--- config.mk ---
export PLATFORM = sky130hd
export DESIGN_NAME = control_rx
export DESIGN_NICKNAME = d
export VERILOG_FILES = /design/src/rtl/control_pkg.sv /design/src/rtl/sync_2ff.sv /design/src/rtl/control_rx.sv
export SDC_FILE = /design/constraint.sdc
export NUM_CORES = 1
export LEC_CHECK = 0
export CAP_MARGIN = 20
export CORE_UTILIZATION = 45
export DETAILED_ROUTE_END_ITERATION = 7
export SLEW_MARGIN = 20
export SYNTH_ARGS = -nofsm -noshare
export SYNTH_HDL_FRONTEND = slang
export SYNTH_SLANG_ARGS = --single-unit
--- constraint.sdc ---
create_clock -name sysclk -period 2.45 [get_ports sysclk]
set_input_delay 0.245 -clock sysclk [delete_from_list [all_inputs] [get_ports sysclk]]
set_output_delay 0.245 -clock sysclk [all_outputs]
set_load 0.05 [all_outputs]
--- src/rtl/control_pkg.sv ---
// Shared definitions for the one-wire switch-state link.
// Used by both the transmitter and the receiver.
package control_pkg;

  typedef enum logic [2:0] {
    IDLE,
    START,
    DATA,
    STOP,
    BREAK
  } rx_state_t;

  localparam int   FRAME_DATA_BITS = 4;
  localparam logic LINE_IDLE       = 1'b1;

endpackage

--- src/rtl/sync_2ff.sv ---
// Two-flop synchronizer with async active-low reset.
// Reset value is a parameter so an idle-high line stays idle.
module sync_2ff #(
  parameter logic RST_VAL = 1'b1
) (
  input  logic clk,
  input  logic rst_n,
  input  logic d,
  output logic q
);

  logic meta;

  always_ff @(posedge clk or negedge rst_n) begin
    if (!rst_n) begin
      meta <= RST_VAL;
      q    <= RST_VAL;
    end else begin
      meta <= d;
      q    <= meta;
    end
  end

endmodule

--- src/rtl/control_rx.sv ---
// Serial receiver for the switch-state link: start, 4 data LSB
// first, stop. Latches good frames, flags bad stop bits.
module control_rx
  import control_pkg::*;
#(
  parameter int BIT_TICKS = 434
) (
  input  logic                       sysclk,
  input  logic                       rst_n,
  input  logic                       in,
  output logic [FRAME_DATA_BITS-1:0] sw_out,
  output logic                       valid,
  output logic                       frame_err,
  output logic                       busy
);

  localparam int CW = $clog2(BIT_TICKS);
  localparam int IW = $clog2(FRAME_DATA_BITS);

  typedef logic [CW-1:0] cnt_t;
  typedef logic [IW-1:0] idx_t;
  typedef logic [FRAME_DATA_BITS-1:0] data_t;

  localparam cnt_t HALF_LOAD = cnt_t'(BIT_TICKS / 2 - 1);
  localparam cnt_t FULL_LOAD = cnt_t'(BIT_TICKS - 1);
  localparam idx_t IDX_LAST  = idx_t'(FRAME_DATA_BITS - 1);

  logic      in_s;
  rx_state_t state, state_d;
  cnt_t      cnt, cnt_d;
  idx_t      idx, idx_d;
  data_t     shreg, shreg_d;
  data_t     sw_d;
  logic      valid_d, err_d;
  logic      armed;
  logic [1:0] flush;
  logic      tick;

  sync_2ff #(
    .RST_VAL(LINE_IDLE)
  ) u_sync (
    .clk  (sysclk),
    .rst_n(rst_n),
    .d    (in),
    .q    (in_s)
  );

  assign tick = (cnt == '0);

  always_comb begin
    state_d = state;
    cnt_d   = cnt;
    idx_d   = idx;
    shreg_d = shreg;
    sw_d    = sw_out;
    valid_d = 1'b0;
    err_d   = 1'b0;
    unique case (state)
      IDLE: begin
        if (armed && in_s != LINE_IDLE) begin
          state_d = START;
          cnt_d   = HALF_LOAD;
        end
      end
      START: begin
        if (!tick) begin
          cnt_d = cnt - cnt_t'(1);
        end else if (in_s == LINE_IDLE) begin
          state_d = IDLE;
          cnt_d   = FULL_LOAD;
        end else begin
          state_d = DATA;
          cnt_d   = FULL_LOAD;
          idx_d   = '0;
        end
      end
      DATA: begin
        if (!tick) begin
          cnt_d = cnt - cnt_t'(1);
        end else begin
          shreg_d = {in_s, shreg[FRAME_DATA_BITS-1:1]};
          cnt_d   = FULL_LOAD;
          idx_d   = idx + idx_t'(1);
          if (idx == IDX_LAST) state_d = STOP;
        end
      end
      STOP: begin
        if (!tick) begin
          cnt_d = cnt - cnt_t'(1);
        end else if (in_s == LINE_IDLE) begin
          state_d = IDLE;
          cnt_d   = FULL_LOAD;
          sw_d    = shreg;
          valid_d = 1'b1;
        end else begin
          state_d = BREAK;
          cnt_d   = FULL_LOAD;
          err_d   = 1'b1;
        end
      end
      BREAK: begin
        if (in_s == LINE_IDLE) state_d = IDLE;
      end
      default: state_d = IDLE;
    endcase
  end

  always_ff @(posedge sysclk or negedge rst_n) begin
    if (!rst_n) begin
      state     <= IDLE;
      cnt       <= '0;
      idx       <= '0;
      shreg     <= '0;
      sw_out    <= '0;
      valid     <= 1'b0;
      frame_err <= 1'b0;
      busy      <= 1'b0;
      flush     <= '0;
      armed     <= 1'b0;
    end else begin
      state     <= state_d;
      cnt       <= cnt_d;
      idx       <= idx_d;
      shreg     <= shreg_d;
      sw_out    <= sw_d;
      valid     <= valid_d;
      frame_err <= err_d;
      busy      <= (state_d != IDLE);
      // ignore the synchronizer's reset value until real data reaches it
      flush     <= {flush[0], 1'b1};
      armed     <= armed | (flush[1] & in_s);
    end
  end

endmodule

# Word level (Yosys, flattened, before mapping)
# Index checks and enable logic that the tools add are counted.
# op_classes
bitwise	3
eq_ne	9
n_lt_le_gt_ge	0
reduce_logical	11
n_mux	22
add_sub_neg	2
n_mul	0
div	0
n_shift	0
# op_table
op	n
3-bit 2-to-1 mux	7
9-bit 2-to-1 mux	2
9-bit one-hot mux with 2 select lines	1
3-bit one-hot mux with 5 select lines	1
9-bit logical NOT	1
9-bit by 1-bit subtractor with 9-bit output, second input constant	1
2-bit 2-to-1 mux	4
2-bit != test, second input constant	4
3-bit by 2-bit == test with 1-bit output, second input constant	2
1-bit 2-to-1 mux	6
2-bit one-hot mux with 2 select lines	1
2-bit AND reduction	2
4-bit AND reduction	1
2-bit nonzero test	2
3-bit by 1-bit == test with 1-bit output, second input constant	1
3-bit == test, second input constant	1
3-bit logical NOT	1
3-bit AND reduction	1
3-bit nonzero test	1
3-bit OR reduction	1
2-bit by 1-bit adder with 2-bit output, second input constant	1
2-bit == test, second input constant	1
1-bit AND	1
1-bit logical AND	1
other kinds (2)	2
# word_totals
latch_bits	0
mem_bits_rw	0
register_bits	30
n_memories	0
output_inout_bits	7
rom_bits	0

# Depth between registers and ports, before layout
# Gate-level depths: netlist of run 1.
# logic_depth
ltp_word	5
ltp_mapped	7
depth_no_buf	6

# Modules after synthesis
# From an unflattened synthesis of run 1, not the netlist that was laid out.
# unflattened
cells_unflattened	135
area_unflattened_um2	1461.4
# modules_own_cells
module	area_each_um2	seq_area_each_um2	cells_per_inst	instances
control_rx	1408.9	700.7	133	1
sync_2ff	52.6	52.6	2	1

# Worst setup path before layout of run 1
# Ideal clock, no wire load.
# synth_path
kind	reg2reg
start	register cnt[0]
end	register sw_out[0]
path_stages_with_launch	8
slack_ps	326
t_arrival_ps	1999
required_ps	2325
path_buffers	1
period_less_slack_ps	2124
cell_sequence	dfrtp_1 -> inv_1 -> ha_1 -> nor3b_4 -> nand2_2 -> or4_4 -> buf_6 -> mux2_4
# synth_between
elab_chain_len	2
# synth_lines
item	line	rtl
start, declared	control_rx.sv:30	cnt_t cnt, cnt_d;
start signal, assigned	control_rx.sv:122	cnt <= cnt_d;
9-bit logical NOT	control_rx.sv:48	assign tick = (cnt == '0);
3-bit AND reduction (no line)	n/a	
end signal, assigned	control_rx.sv:125	sw_out <= sw_d;
end, declared	control_rx.sv:11	output logic [FRAME_DATA_BITS-1:0] sw_out,
# Every way passes these cells.
# A chain may end at the register's enable or synchronous reset.

# Worst setup path after layout of run 1
# layout_path
start	register cnt[0]
end	register sw_out[1]
# Same word-level chain as after synthesis.

==> metrics.md, run 1 <==
| Metric | Value |
|---|---|
| Status | finished clean |
| Chip Width | 59.18 um |
| Busiest layer in global routing | met2 |
| Crit path max fanout | 6 |
| Slew Viols, Final | 0 |
| Largest net degree at the start of global routing | 31 |
| Arr. time, crit path | about 2300 ps |
| Layout cell share with drive strength beyond 1 | ~18% |
| Diode count | 0 |
| Total GRT Usage | roughly a fifth |
| Max Freq | about 0.48 GHz |
| Worst Setup Start Kind | register |
| Vias after detailed routing | 1081 |
| Grt ovf | 0 |
| Synth Cell Area | between 1000 and 1500 sq um |
| Fin area | approximately 1700 sq um |
| Starting Density | 47.80% |
| Clk Latency, worst-skew pair | approximately 330 ps |
| First-pass GRT wire length | between 4 and 5 mm |
| Main combinational cell family by area after synthesis | simple AND/OR/NAND/NOR gates |
| Yosys reg bits | 30 |
| Met3 usage | around 7.4% |
| Post-synth ARST share | 100.0% |
| Row cnt | 20 |
| Num CTS Buffers | 5 |
| Post-synthesis compound-gate area fraction | 16.24% |
| Yosys warns | 0 |
| Clk sinks | 30 |
| Depth of the CTS H-tree | 2 |
| Setup repair bufs after CTS | 0 |
| Detail Placement HPWL | between 1.5 and 2 mm |
| Mux share of post-synthesis cell area | 4.082% |
| Delay-heaviest family, CP | simple AND/OR/NAND/NOR gates |
| Final Hold Vio Count | 0 |
| Mean Syn Cell Area | between 10 and 15 sq um |
| DIE AREA | between 3000 and 4000 sq um |
| CTS tree | built |
| PortBufs | 9 |
| Pwr dens | about 850 nW/um^2 |
| Simple-gate area share of the yosys netlist | between 20% and 30% |
| Distinct cells, synth | 43 |
| Syn Nets | 145 |
| Vias in the first global route | between 1000 and 1500 |
| Final period util | 84.96% |
| Core Footprint | just over 3000 sq um |
| Hold Path Class | in2async |
| Leak | 0.0007113 uW |
| Post-synth top flop | dfrtp_1 |
| CP Cell Sequence | inv_1, ha_1, nor3b_4, nand2_2, or4_4, mux2_4 |
| RSZ-0062 raised after global routing | false |
| Crit. End Element | register |
| Max_cap viols | 0 |
| GR Util met2 | between 20% and 30% |
| Critical path's slowest cell | or4_4 |
| CTS max path bufs | 2 |
| XOR/XNOR share of the synthesized area | 0% |
| DRT Wirelength | about 2.8 mm |
| Fin util | around 55% |
| Setup Viol. Count Final | 0 |
| Smallest hold slack | a little under 300 ps |
| Minimum clock period | 2082 ps |
| Fin Setup TNS | 0 ps |
| IO Pins | 10 |
| Area grow syn2layout | 14.46% |
| GP Congestion | 0.7632 |
| Initial antenna violation count | 0 |
| Crit-path max cell delay | 590 ps |
| Worst setup path class | reg2reg |
| Setup Skew | a little over 7 ps |
| Vias per Instance | between 5 and 6 |
| Met1 GRT Util | 24.40% |
| Reg clk slew, reported paths | around 90 ps |
| Mapped Cells | 140 |
| Wire per inst | around 14 um |
| Post-cts repair resize count | 0 |
| Peak VDD IR | ~570 uV |
| Part of the Yosys area used for sequential elements | 51.19% |
| CTS Hold Bufs | 0 |
| Worst EP required | about 2700 ps |
| Post-DRT Antenna Nets | 0 |
| Starting DRC count in detailed routing | 50 |
| DRC errors left | 0 |
| Post-synthesis adder-cell area fraction | 1.701% |
| Post-synth EDFFs | 0 |
| Drt pass-1 iters | 4 |
| Post-DP Area | approximately 1600 sq um |
| Final-stage net count | between 150 and 200 |
| Chip height | about 60 um |
| Critical path buffer and inverter count | 1 |
| Root buffer cell | clkbuf_4 |
==> layer usage <==
layer | vias up | part of all wire, %
li1 | 536 | -
met3 | 5 | 4.6
met1 | 516 | 48
met5 | - | 0
met2 | 24 | 46
met4 | 0 | 1.7
==> area by class of cell <==
cell class                      count  area (sq um)
Timing Repair Buffer               13         120.1
Clock buffer                        8         78.83
Tap cell                           44         55.05
Sequential cell                    30         753.2
Fill cell                         264          1394
Inverter                            6         22.52
Multi-Input combinational cell     97         654.4
==> layout by cell type, fill, tap and decap left out, types with 2 or more instances in the layout <==
cell type        netlist  routed
a31oi_1                2       2
o31ai_1                4       4
nand3_1                4       4
dfrtp_1               28      28
mux2_4                 4       4
nand2_1               18      18
nor2_1                 7       7
clkbuf_8               0       3
inv_1                  6       6
a21o_1                 2       2
o21a_1                 2       2
nor3_1                 3       3
or3_1                  2       2
nor4_1                 2       2
ha_1                   2       2
nor2b_1                2       2
clkbuf_4               0       5
o211ai_1               2       2
o22a_1                 2       2
a21oi_1                9       9
buf_4                  0       4
o21ai_0                7       7
dfstp_2                2       2
nand4_1                3       3
clkdlybuf4s50_1        0       9
==> registers in the layout (all words and copies together), names as in the netlist <==
register / flops
idx: 2
shreg: 4
valid: 1
frame_err: 1
busy: 1
u_sync.q: 1
cnt: 9
u_sync.meta: 1
sw_out: 4
flush: 2
armed: 1
state: 3
==> cells in the mapped netlist, types with 2 or more instances <==
master / instances / area (sq um)
a21o_1: 2 / 15.01
a21oi_1: 9 / 45.04
a31oi_1: 2 / 12.51
buf_6: 2 / 22.52
clkbuf_1: 5 / 18.77
dfrtp_1: 28 / 700.7
dfstp_2: 2 / 52.55
ha_1: 2 / 25.02
inv_1: 6 / 22.52
mux2_4: 4 / 60.06
nand2_1: 18 / 67.56
nand3_1: 4 / 20.02
nand4_1: 3 / 18.77
nor2_1: 7 / 26.28
nor2b_1: 2 / 12.51
nor3_1: 3 / 15.01
nor4_1: 2 / 12.51
o211ai_1: 2 / 15.01
o21a_1: 2 / 15.01
o21ai_0: 7 / 35.03
o22a_1: 2 / 17.52
o31ai_1: 4 / 30.03
or3_1: 2 / 12.51
==> logic make-up after synthesis <==
family | count (synthesis)
AND/OR/NAND/NOR | 54
AO/OA/AOI/OAI | 36
flip-flops | 30
buffers and inverters | 13
multiplexers | 4
adder cells (fa/ha/maj) | 2
other | 1
==> through the flow <==
stage	power, uW	setup WS [ps]	instances
5_1_grt	1522	166.1	198
3_5_place_dp	1072	379.9	190
2_1_floorplan	972.4	326.0	140
6_report	1425	368.5	198
4_1_cts	1443	349.5	198
3_3_place_gp	1055	416.8	190
==> worst reg2reg max path: cells and delay by family (launching register included) <==
| kind | cells | cell delay, ps |
|---|---|---|
| buffers and inverters | 1 | 80 |
| multiplexers | 1 | 320 |
| AND/OR/NAND/NOR | 3 | 910 |
| flip-flops | 1 | 430 |
| adder cells (fa/ha/maj) | 1 | 230 |
==> path summary, 6_finish.rpt <==
| check | from | endpoint | slack [ps] | depth (start not counted) |
|---|---|---|---|---|
| max | cnt[0]$_DFFE_PN0P_ | sw_out[1]$_DFFE_PN0P_ | 370 | 6 |
| min | rst_n | state[0]$_DFF_PN0_ | 290 | 2 |
| max reg2reg | cnt[0]$_DFFE_PN0P_ | sw_out[1]$_DFFE_PN0P_ | 370 | 6 |
| min reg2reg | flush[0]$_DFF_PN0_ | flush[1]$_DFF_PN0_ | 360 | 0 |
| max in group asynchronous | rst_n | u_sync.q$_DFF_PN1_ | 1850 | 2 |
| min in group sysclk | in | u_sync.meta$_DFF_PN1_ | 310 | 1 |
==> power breakdown <==
group          switching [uW]  internal (uW)  total [uW]
combinational             188            174         362
clock                     165            196         361
sequential                131            570         701
total                     484            940        1420
Power figures use the tool's default switching activity.
==> run 2, diff against run 1 <==
PLACE_DENSITY = 0.66   (was default)
clock period = 1.8 ns   (was 2.45 ns; I/O delays follow)
==> run 2 against run 1 <==
Against the previous run: clock power is 17% higher; wire length rose by 8.3%; worst setup slack got worse by 390 ps; first-iteration DRC count shrank 4.0%; die area is the same; sequential cell count is the same; maximum frequency grew 14%; the run now ends with setup timing left; hold slack got worse by 69 ps; largest power group unchanged; final cell count rose by 9.1%; global-route usage up 0.73 points; critical path depth grew 1.
==> metrics.md, run 2 (synthesized netlist as in run 1, its figures left out) <==
| Metric | Value |
|---|---|
| Crit path max fanout | 5 |
| Chip height | 59.18 um |
| IO Pins | 10 |
| Leading cell type in the layout, fill and taps excluded | dfrtp_1 |
| Reg clk slew, reported paths | ~90 ps |
| Peak VDD IR | around 560 uV |
| Failing checks | setup timing |
| DRC errors left | 0 |
| CTS tree | built |
| DRT Wirelength | about 3.1 mm |
| Initial antenna violation count | 0 |
| Minimum clock period | about 1800 ps |
| CP Cell Sequence | inv_1, ha_2, or3b_4, nor3_4, buf_4, a21oi_1, o22a_1 |
| Clk sinks | 30 |
| Grt ovf | 0 |
| Reg2Reg Depth | 7 |
| GP Congestion | between 0.8 and 0.9 |
| Total GRT Usage | roughly 20% |
| Worst setup path class | reg2reg |
| Root buffer cell | clkbuf_4 |
| Max reg flops | 9 |
| CTS Hold Bufs | 0 |
| Sequential cell area | ~750 sq um |
| DIE AREA | between 3000 and 4000 sq um |
| Smallest hold slack | about 220 ps |
| Arr. time, crit path | 2050 ps |
| CTS max path bufs | 2 |
| Slew Viols, Final | 0 |
| Starting DRC count in detailed routing | 48 |
| Diode count | 0 |
| Depth of the CTS H-tree | 2 |
| Fin area | ~1800 sq um |
| Hold Path Class | in2async |
| Biggest regs | cnt x9, shreg x4, sw_out x4 |
| Status | finished, violations left |
| Max_cap viols | 0 |
| Final-stage net count | 176 |
| PortBufs | 9 |
| Row cnt | 20 |
| Final-layout fill cell count | about 270 |
| Chip Width | between 50 and 60 um |
| Setup WS pre-CTS | -3.833 ps |
| Largest net degree at the start of global routing | 31 |
| Worst Setup Start Kind | register |
| R2r startpoint | cnt[1]$_DFFE_PN0P_ |
| Vias per Instance | around 5.5 |
| Clk Latency, worst-skew pair | roughly 330 ps |
| Post-Layout Cell Count | around 220 |
| First-pass GRT wire length | 5.057 mm |
| Worst EP required | slightly above 2000 ps |
| Critical path's slowest cell | or3b_4 |
| Leak | approximately 0.0008 uW |
| Core Footprint | 3078 sq um |
| Detail Placement HPWL | between 2 and 2.5 mm |
| RSZ-0062 raised after global routing | true |
| Area grow syn2layout | 23.64% |
| Crit. End Element | register |
| Crit-path max cell delay | 410 ps |
| Area of the multi-input gates | around 670 sq um |
| Max Freq | around 0.55 GHz |
| Vias in the first global route | 1105 |
| Post-DRT Antenna Nets | 0 |
| Most frequent cells in the layout | dfrtp_1 (28), buf_4 (22), nand2_1 (18) |
| Top reg by flops | cnt |
| Setup ws final | -24.98 ps |
| Layout cell share with drive strength beyond 1 | ~28% |
| FF-to-FF End | cnt[3]$_DFFE_PN0P_ |
| Vias after detailed routing | 1192 |
| Flop2flop setup slack | -20 ps |
| Drt pass-1 iters | 4 |
| Final Hold Vio Count | 0 |
| Setup Skew | roughly 8.7 ps |
| Fin Setup TNS | -63.49 ps |
| Wire per inst | between 10 and 15 um |
| Post-DP Area | 1710 sq um |
| Final period util | 101.4% |
| Placed instance count | 203 |
| Pwr dens | approximately 1100 nW/um^2 |
| Num CTS Buffers | 5 |
| Setup Viol. Count Final | 5 |
| Starting Density | 47.80% |
-- run 2: critical path, delay by kind of cell, from the launching register on --
kind,cells,cell delay (ps)
compound gates,2,240
fa+ha+maj,1,190
buf+inv,2,230
flops,1,390
simple gates,2,680
-- run 2: where the power goes --
| group | leakage (uW) | internal (uW) | switching, uW | total (uW) |
|---|---|---|---|---|
| clock | 0.0000353 | 189 | 233 | 422 |
| sequential | 0.000370 | 777 | 126 | 903 |
| combinational | 0.000388 | 344 | 356 | 700 |
| total | 0.000794 | 1310 | 715 | 2020 |
-- run 2: timing repair --
item / CTS / global route
resized for setup: 2 / 1
pin swaps: 0 / 3
setup buffers: 1 / 4
endpoints found under the setup margin: 6 / 13
-- run 2: how the worst max path moves through the flow --
stage                       startpoint                    end  slack, ps  depth (start not counted)
global route        cnt[1]$_DFFE_PN0P_     cnt[3]$_DFFE_PN0P_       -130                          7
global placement    cnt[1]$_DFFE_PN0P_  sw_out[3]$_DFFE_PN0P_         10                          6
floorplan           cnt[0]$_DFFE_PN0P_  sw_out[0]$_DFFE_PN0P_       -200                          7
finish              cnt[1]$_DFFE_PN0P_     cnt[3]$_DFFE_PN0P_        -20                          7
CTS                 cnt[1]$_DFFE_PN0P_  sw_out[0]$_DFFE_PN0P_        -20                          6
detailed placement  cnt[1]$_DFFE_PN0P_  sw_out[0]$_DFFE_PN0P_         -4                          6
-- run 2: stage by stage --
stage / total power, uW / util [%]
2_1_floorplan: 1336 / -
3_3_place_gp: 1557 / 55.57
3_5_place_dp: 1587 / 55.57
4_1_cts: 2020 / 58.13
5_1_grt: 2152 / 59.11
6_report: 2025 / 59.11
-- run 2: area by class of cell --
| class | count | share of cell area (%) |
|---|---|---|
| multi-input combinational | 97 | 37.00 |
| timing repair buffer | 31 | 14.03 |
| sequential | 30 | 41.40 |
| clock buffer | 7 | 3.026 |
| tap | 44 | 3.026 |
| inverter | 6 | 1.238 |
| clock inverter | 1 | 0.2751 |
-- run 2: per-layer routing --
layer / vias to the layer above / part of all wire, % / track usage, %
met5: - / 0 / 0
met3: 6 / 4.0 / 4.585
met4: 0 / 1.7 / 9.184
met2: 30 / 48 / 32.26
li1: 568 / - / -
met1: 588 / 46 / 25.25
==> run 3, diff against run 2 <==
CORE_MARGIN = 1   (was default)
==> results of run 3 <==
The final DEF is identical to that of run 2; final timing and power are the same.
